==> config.mk <==
export PLATFORM = sky130hd
export DESIGN_NAME = segment_capture_ctrl
export DESIGN_NICKNAME = d
export VERILOG_FILES = /design/src/rtl/segment_capture_ctrl.sv
export SDC_FILE = /design/constraint.sdc
export NUM_CORES = 1
export LEC_CHECK = 0
export BUFFER_PORTS_ARGS = -buffer_cell sky130_fd_sc_hd__buf_2
export CAP_MARGIN = 25
export CORE_UTILIZATION = 45
export CTS_CLUSTER_DIAMETER = 100
export DETAILED_ROUTE_END_ITERATION = 10
export PLACE_DENSITY = 0.76
export SKIP_LAST_GASP = 1
export SYNTH_ARGS = -nofsm -noshare
export SYNTH_HDL_FRONTEND = slang
export SYNTH_SLANG_ARGS = --single-unit
==> constraint.sdc <==
create_clock -name adc_clk -period 3 [get_ports adc_clk]
set_clock_uncertainty 0.2 [all_clocks]
set_input_delay 0.6 -clock adc_clk [delete_from_list [all_inputs] [get_ports adc_clk]]
set_output_delay 0.6 -clock adc_clk [all_outputs]
set_load 0.02 [all_outputs]
==> src/rtl/segment_capture_ctrl.sv <==
// Segmented ADC capture controller.
// Arms on arm_i, then writes one segment of samples to a downstream FIFO per
// capture_go_i pulse until the configured number of segments is done. A FIFO
// full or a drop of arm_i stops the capture; counters and sticky flags are kept
// for readback until the next arm.
module segment_capture_ctrl #(
    parameter int ADC_W  = 12,
    parameter int SAMP_W = 20,
    parameter int SEG_W  = 16
) (
    input  logic              adc_clk,
    input  logic              reset,
    input  logic              arm_i,
    input  logic              capture_go_i,
    input  logic [ADC_W-1:0]  adc_data_i,
    input  logic [SAMP_W-1:0] samples_i,
    input  logic [SEG_W-1:0]  segments_i,
    input  logic              fifo_full_i,
    output logic              fifo_wr_en_o,
    output logic [ADC_W-1:0]  fifo_data_o,
    output logic              capture_done_o,
    output logic [SEG_W-1:0]  seg_count_o,
    output logic              go_missed_o,
    output logic              overflow_o
);

    typedef enum logic [1:0] {
        IDLE,
        WAIT_GO,
        CAPTURE,
        DONE
    } state_t;

    state_t            state_q;
    logic [SAMP_W-1:0] samp_cnt_q;
    logic [SAMP_W-1:0] samp_cfg_q;
    logic [SEG_W-1:0]  seg_cnt_q;
    logic [SEG_W-1:0]  seg_cfg_q;
    logic [ADC_W-1:0]  data_q;
    logic              done_q;
    logic              missed_q;
    logic              overflow_q;

    logic              last_samp;
    logic              last_seg;

    // Counters never exceed cfg-1, so comparing against cfg-1 cannot wrap.
    assign last_samp = (samp_cnt_q == samp_cfg_q - SAMP_W'(1));
    assign last_seg  = (seg_cnt_q == seg_cfg_q - SEG_W'(1));

    // Sample pipeline: FIFO data is the ADC sample delayed by one cycle.
    always_ff @(posedge adc_clk) begin
        if (reset) begin
            data_q <= '0;
        end else begin
            data_q <= adc_data_i;
        end
    end

    // Capture sequencing, segment/sample counting and sticky status flags.
    always_ff @(posedge adc_clk) begin
        if (reset) begin
            state_q    <= IDLE;
            samp_cnt_q <= '0;
            samp_cfg_q <= '0;
            seg_cnt_q  <= '0;
            seg_cfg_q  <= '0;
            done_q     <= 1'b0;
            missed_q   <= 1'b0;
            overflow_q <= 1'b0;
        end else begin
            case (state_q)
                IDLE: begin
                    if (arm_i) begin
                        state_q    <= WAIT_GO;
                        samp_cnt_q <= '0;
                        seg_cnt_q  <= '0;
                        missed_q   <= 1'b0;
                        overflow_q <= 1'b0;
                        samp_cfg_q <= (samples_i == '0) ? SAMP_W'(1) : samples_i;
                        seg_cfg_q  <= (segments_i == '0) ? SEG_W'(1) : segments_i;
                    end
                end

                WAIT_GO: begin
                    if (!arm_i) begin
                        state_q <= IDLE;
                    end else if (capture_go_i) begin
                        state_q    <= CAPTURE;
                        samp_cnt_q <= '0;
                    end
                end

                CAPTURE: begin
                    if (!arm_i) begin
                        state_q <= IDLE;
                    end else begin
                        // A go is only usable on the final write of a segment.
                        if (capture_go_i && !last_samp) begin
                            missed_q <= 1'b1;
                        end
                        if (fifo_full_i) begin
                            overflow_q <= 1'b1;
                            done_q     <= 1'b1;
                            state_q    <= DONE;
                        end else if (last_samp) begin
                            seg_cnt_q  <= seg_cnt_q + SEG_W'(1);
                            samp_cnt_q <= '0;
                            if (last_seg) begin
                                done_q  <= 1'b1;
                                state_q <= DONE;
                            end else if (!capture_go_i) begin
                                state_q <= WAIT_GO;
                            end
                        end else begin
                            samp_cnt_q <= samp_cnt_q + SAMP_W'(1);
                        end
                    end
                end

                DONE: begin
                    if (capture_go_i) begin
                        missed_q <= 1'b1;
                    end
                    if (!arm_i) begin
                        done_q  <= 1'b0;
                        state_q <= IDLE;
                    end
                end

                default: begin
                    state_q <= IDLE;
                end
            endcase
        end
    end

    // FIFO full gates the write strobe in the same cycle it is seen.
    assign fifo_wr_en_o   = (state_q == CAPTURE) && !fifo_full_i;
    assign fifo_data_o    = data_q;
    assign capture_done_o = done_q;
    assign seg_count_o    = seg_cnt_q;
    assign go_missed_o    = missed_q;
    assign overflow_o     = overflow_q;

endmodule

# [Word-level counts from Yosys, hierarchy flattened]
# Index checks and enable logic that the tools add are counted.
[word_totals] out_inout_bits=32 register_bits=89 in_bits=53 elab_cells=89
[classes] eq_ne=20 muxes=38 reduce_logical=18 n_addsub=4
[ops] cell="2-to-1 mux 20 bit" n=7
[ops] cell="2-to-1 mux 16 bit" n=5
[ops] cell="case mux 20 bit (3 select lines)" n=1
[ops] cell="case mux 16 bit (2 select lines)" n=1
[ops] cell="adder 20 x 1 -> 20 bit, second input constant" n=1
[ops] cell="equality test 20 bit" n=1
[ops] cell="zero test 20 bit" n=1
[ops] cell="inequality test 2 bit, second input constant" n=10
[ops] cell="AND reduction 5 bit" n=4
[ops] cell="subtractor 20 x 1 -> 20 bit, second input constant" n=1
[ops] cell="2-to-1 mux 2 bit" n=9
[ops] cell="adder 16 x 1 -> 16 bit, second input constant" n=1
[ops] cell="equality test 16 bit" n=1
[ops] cell="zero test 16 bit" n=1
[ops] cell="subtractor 16 x 1 -> 16 bit, second input constant" n=1
[ops] cell="2-to-1 mux 1 bit" n=11
[ops] cell="inequality test 3 bit, second input constant" n=3
[ops] cell="case mux 2 bit (4 select lines)" n=1
[ops] cell="AND reduction 6 bit" n=1
[ops] cell="nonzero test 3 bit" n=2
[ops] cell="inequality test 5 bit, second input constant" n=1
[ops] cell="equality test 2 bit, second input constant" n=2
[ops] cell="inequality test 4 bit, second input constant" n=1
[ops] cell="case mux 1 bit (2 select lines)" n=2
[ops] cell="other kinds (8)" n=11

# [Longest topological paths before layout]
[depth] word_depth=7 depth_mapped=12 depth_no_buf=10

# [Least setup slack after synthesis]
# No wires, ideal clock.
[synth_timing] kind="register -> register" startpoint="register samp_cfg_q[0]" endpoint="register samp_cnt_q[10]" arrival_time_ns=2.729 required_time_ns=2.685 n_path_buf=2 setup_time_ns=0.115 synth_period_minus_slack_ns=3.044 path_stages_with_launch=13 slack_ns=-0.044 cell_sequence="dfxtp_1 > inv_1 > ha_1 > clkbuf_1 > inv_1 > nor4b_1 > o221ai_1 > a211o_1 > nor4_4 > a31oi_1 > o21ai_2 > buf_4 > nor2_1"
[synth_between] elab_chain_len=6
[synth_lines] element="start: declaration" line="36" rtl="logic [SAMP_W-1:0] samp_cfg_q;"
[synth_lines] element="start signal: assignment" line="80" rtl="samp_cfg_q <= (samples_i == '0) ? SAMP_W'(1) : samples_i;"
[synth_lines] element="subtractor 20 x 1 -> 20 bit" line="48" rtl="assign last_samp = (samp_cnt_q == samp_cfg_q - SAMP_W'(1));"
[synth_lines] element="equality test 20 bit" line="48"
[synth_lines] element="2-to-1 mux 20 bit" line="106" rtl="end else if (last_samp) begin"
[synth_lines] element="2-to-1 mux 20 bit" line="102" rtl="if (fifo_full_i) begin"
[synth_lines] element="2-to-1 mux 20 bit" line="95" rtl="if (!arm_i) begin"
[synth_lines] element="case mux 20 bit (3 select lines)" line="72" rtl="case (state_q)"
[synth_lines] element="end signal: assignment" line="116" rtl="samp_cnt_q <= samp_cnt_q + SAMP_W'(1);"
[synth_lines] element="end: declaration" line="35" rtl="logic [SAMP_W-1:0] samp_cnt_q;"
# No other way between the ends. The select of a mux whose other input is x is not followed.
# A chain may end at the register's enable or synchronous reset.

# [Final worst setup path]
[layout_timing] startpoint="register samp_cfg_q[11]" endpoint="register seg_cnt_q[8] (netlist: seg_count_o[8])"
[layout_between] elab_chain_len=4
[layout_lines] element="subtractor 20 x 1 -> 20 bit" line="48"
[layout_lines] element="equality test 20 bit" line="48"
[layout_lines] element="inequality test 2 bit (no source line)"
[layout_lines] element="AND reduction 5 bit (no source line)"
[layout_lines] element="end signal: assignment" line="107" rtl="seg_cnt_q <= seg_cnt_q + SEG_W'(1);"
[layout_lines] element="end: declaration" line="37" rtl="logic [SEG_W-1:0] seg_cnt_q;"
# No other way between the ends.

==> run_results.csv <==
group,metric,value,unit
worst_hold_path,worstHoldStart,"adc_data_i[8]",
worst_setup_path,crit_path_max_incr_delay,550,ps
yosys,post-synth-top-area-fraction,37.2,%
clocking,ctsHoldBuffers,0,
yosys,netlist_top_cells_count,"sky130_fd_sc_hd__dfxtp_1 (89), sky130_fd_sc_hd__nand2_1 (65), sky130_fd_sc_hd__nor2_1 (43)",
sta,setup_repair_after_global_routing_missed_its_margin,"yes",
flow_run,maxCapViolCount,0,
place,post-dp-hpwl,10100,microns
worst_setup_path,setup.worst_path.class,"reg2reg",
place,place_ws,-168,ps
layout,area_growth,23.2,%
floorplanning,rows,37,
clocking,clk_latency,380,ps
worst_setup_path,worstPathArrival,3070,ps
layout,insertedDiodeCount,0,
place,port_buffers,84,
worst_setup_path,crit_required,3110,ps
yosys,netlist_area,4790,sq um
pwr,power_leakage,2.31,nW
route,viasPerCell,5.86,
worst_setup_path,timing.critical_path.slowest_stage_cell,"sky130_fd_sc_hd__or4_4",
sta,relSlewSlack,51.5,%
layout,final_nets,737,
yosys,post_synth_mux_area_share,1.07,%
place,dp_cells,803,
floorplanning,floorplan.die.width,105,microns
sta,min_period,2960,ps
layout,final.fill_count,939,
layout,stdcell_area,5900,sq um
global_route,largest_net_degree_at_the_start_of_global_routing,37,
floorplanning,die-area,11100,sq um
worst_setup_path,startpoint,"samp_cfg_q[11]",
yosys,synthesis.area_per_instance,8.39,sq um
sta,final_hold_violating_endpoints,0,
layout,multiInputGateArea,2940,sq um
global_route,grt_antenna_before_repair,0,
yosys,post_synth_fa_ha_maj_area_fraction,1.04,%
global_route,grtUsageTotal,24.8,%
sta,achievable-frequency,338,MHz
yosys,synth_compound_area_share,19.2,%
yosys,postSynthCellCount,571,
yosys,synth_enable_flop_cells,0,
sta,drv_slew,0,
pwr,power-per-cell-area,456,nW/um^2
clocking,max-clock-path-buffers,2,
yosys,synth_xor_xnor_area_share,11.0,%
clocking,cts_buffers,9,
worst_setup_path,end_kind,"register",
clocking,cts.clk_slew.worst_paths,100,ps
clocking,tritoncts,"done",
yosys,syn_nets,628,
yosys,post_synth_and_or_nand_nor_area_fraction,26.5,%
route,first_pass_iters,5,
sta,final-setup-viol-count,0,
clocking,cts_sinks,89,
global_route,gr-total-overflow,0,
floorplanning,core_area,10300,sq um
floorplanning,die_y,105,microns
sta,layout_worst_path_cycle_share,98.7,%
place,placedInstanceArea,5560,sq um
yosys,async_reset_ff_share,0,%
yosys,ys.flop_type,"sky130_fd_sc_hd__dfxtp_1",
yosys,netlist.top_cell.by_area,"sky130_fd_sc_hd__dfxtp_1",
sta,worst_pin_slew,721,ps
sta,timing.setup.tns,0,ps
layout,number_of_cells_in_the_finished_layout_apart_from_fillers,821,
worst_setup_path,cp-start-kind,"register",
route,drt-total-wl,13900,microns
yosys,post_synthesis_sequential_area_ratio,37.2,%
yosys,yosys.cell_types.count,59,
sta,setup_slack,38.5,ps
worst_hold_path,hold_path_class,"in2reg",
worst_setup_path,crit_fanout,13,
route,drt-initial-drc-count,295,
layout,post-route-util,57.2,%
layout,drive_gt1_share,23.9,%
yosys,yosysMostFrequentCell,"sky130_fd_sc_hd__dfxtp_1",
route,dr_wl_cell,17.0,microns
place,gp_congestion,0.920,
yosys,synth-warning-count,0,
floorplanning,design.portCount,85,
yosys,combinational_family_with_the_most_area_after_synthesis,"simple AND/OR/NAND/NOR gates",
worst_setup_path,timing.critical_path.cells,"or4_4 -> or3_4 -> nor4_4 -> xnor2_1 -> o311a_1 -> buf_4 -> nand4_4 -> buf_6 -> a2111o_1 -> o21ai_0",
route,drt.antenna.violating_nets,0,
global_route,grt_pass1_vias,4587,
pwr,irDropWorstVdd,0.000222,V
route,routed-via-count,4809,
layout,regArea,1780,sq um
clocking,cts-htree-levels,3,
route,drc_errors,0,
global_route,grt_first_pass_wirelength,22000,microns
clocking,cts_root_buffer,"sky130_fd_sc_hd__clkbuf_8",
yosys,netlist_top_cells_area,"sky130_fd_sc_hd__dfxtp_1 (37%), sky130_fd_sc_hd__xnor2_1 (6.2%), sky130_fd_sc_hd__nand2_1 (5.1%)",
yosys,synth-seq-cells,89,
worst_setup_path,crit-reg2reg-launch,"samp_cfg_q[11]",
status,status,"completed",
floorplanning,initial_utilization,46.4,%
[cell families after synthesis]
logic type | Yosys count
DFF | 89
xor gates and xnor gates | 60
AOI/OAI and AO/OA | 132
adders and majority gates | 4
and+or+nand+nor | 237
muxes | 5
buffers and inverters | 44
[what timing repair did]
| item | in CTS | in global routing |
|---|---|---|
| pin swaps | 2 | 9 |
| endpoints found under the setup margin | 17 | 35 |
| setup buffers | 0 | 1 |
| gates cloned | 0 | 1 |
| resized for setup | 7 | 16 |
[registers in the layout (all words and copies together), names as in the netlist]
| signal | count |
|---|---|
| capture_done_o | 1 |
| seg_count_o | 16 |
| samp_cnt_q | 20 |
| go_missed_o | 1 |
| overflow_o | 1 |
| samp_cfg_q | 20 |
| fifo_data_o | 12 |
| seg_cfg_q | 16 |
| state_q | 2 |
[routing by layer]
layer,global-route usage [%],vias up,part of all wire [%]
met1,29.6,2293,42
li1,-,2291,-
met4,11.8,0,2.6
met3,4.43,27,6.9
met5,0,-,0
met2,43.0,198,49
[power breakdown]
group          internal [mW]  total (mW)  switching [mW]
Sequential              1.22        1.27          0.0461
Combinational          0.265       0.591           0.326
Clock                  0.325       0.835           0.509
Total                   1.81        2.69           0.882
[worst max-delay path, delay by kind of cell (launching register included)]
family,cells,cell delay [ps]
buf+inv,2,310
xor+xnor,1,160
flops,1,330
simple gates,4,1200
compound gates,3,690
[cell type report]
cell class                      count  share of cell area [%]
Clock buffer                        9                    2.10
Tap cell                          136                    2.88
Clock inverter                      7                    1.23
Multi-Input combinational cell    439                    49.7
Inverter                           17                    1.08
Timing Repair Buffer              124                    12.8
Sequential cell                    89                    30.2
[final timing paths]
| path | endpoint | slack [ps] | depth (start not counted) |
|---|---|---|---|
| worst max-delay path | seg_count_o[8] | 40 | 10 |
| worst min-delay path | fifo_data_o[8] | 230 | 2 |
| worst max register to register | seg_count_o[8] | 40 | 10 |
| worst min register to register | overflow_o | 280 | 1 |
[metrics by stage]
step,hold slack (ps),power (mW)
6_report,229,2.69
5_1_grt,228,2.81
2_1_floorplan,248,1.62
4_1_cts,221,2.66
3_3_place_gp,250,1.81
3_5_place_dp,248,1.82
[layout by cell type (no fill, tap or decap), drive strengths merged, types with 2 or more instances in the layout]
master	n
a21boi	2
nand2b	5
a41oi	2
nor2	43
or3	13
o21ai	25
nand2	65
buf	124
a2111oi	3
inv	20
ha	4
nand4b	3
and4	3
o2111ai	4
nor3	11
xnor2	34
a22o	19
and3	12
a2111o	6
nand4	13
a21oi	40
a211o	3
nand3	25
mux2i	4
clkinv	3
xor2	26
nor2b	14
o211ai	5
or4	7
a31oi	6
o21a	4
dfxtp	89
a211oi	5
o22ai	2
nor4	18
clkbuf	9
No activity file was read; power rests on OpenSTA's default activity.
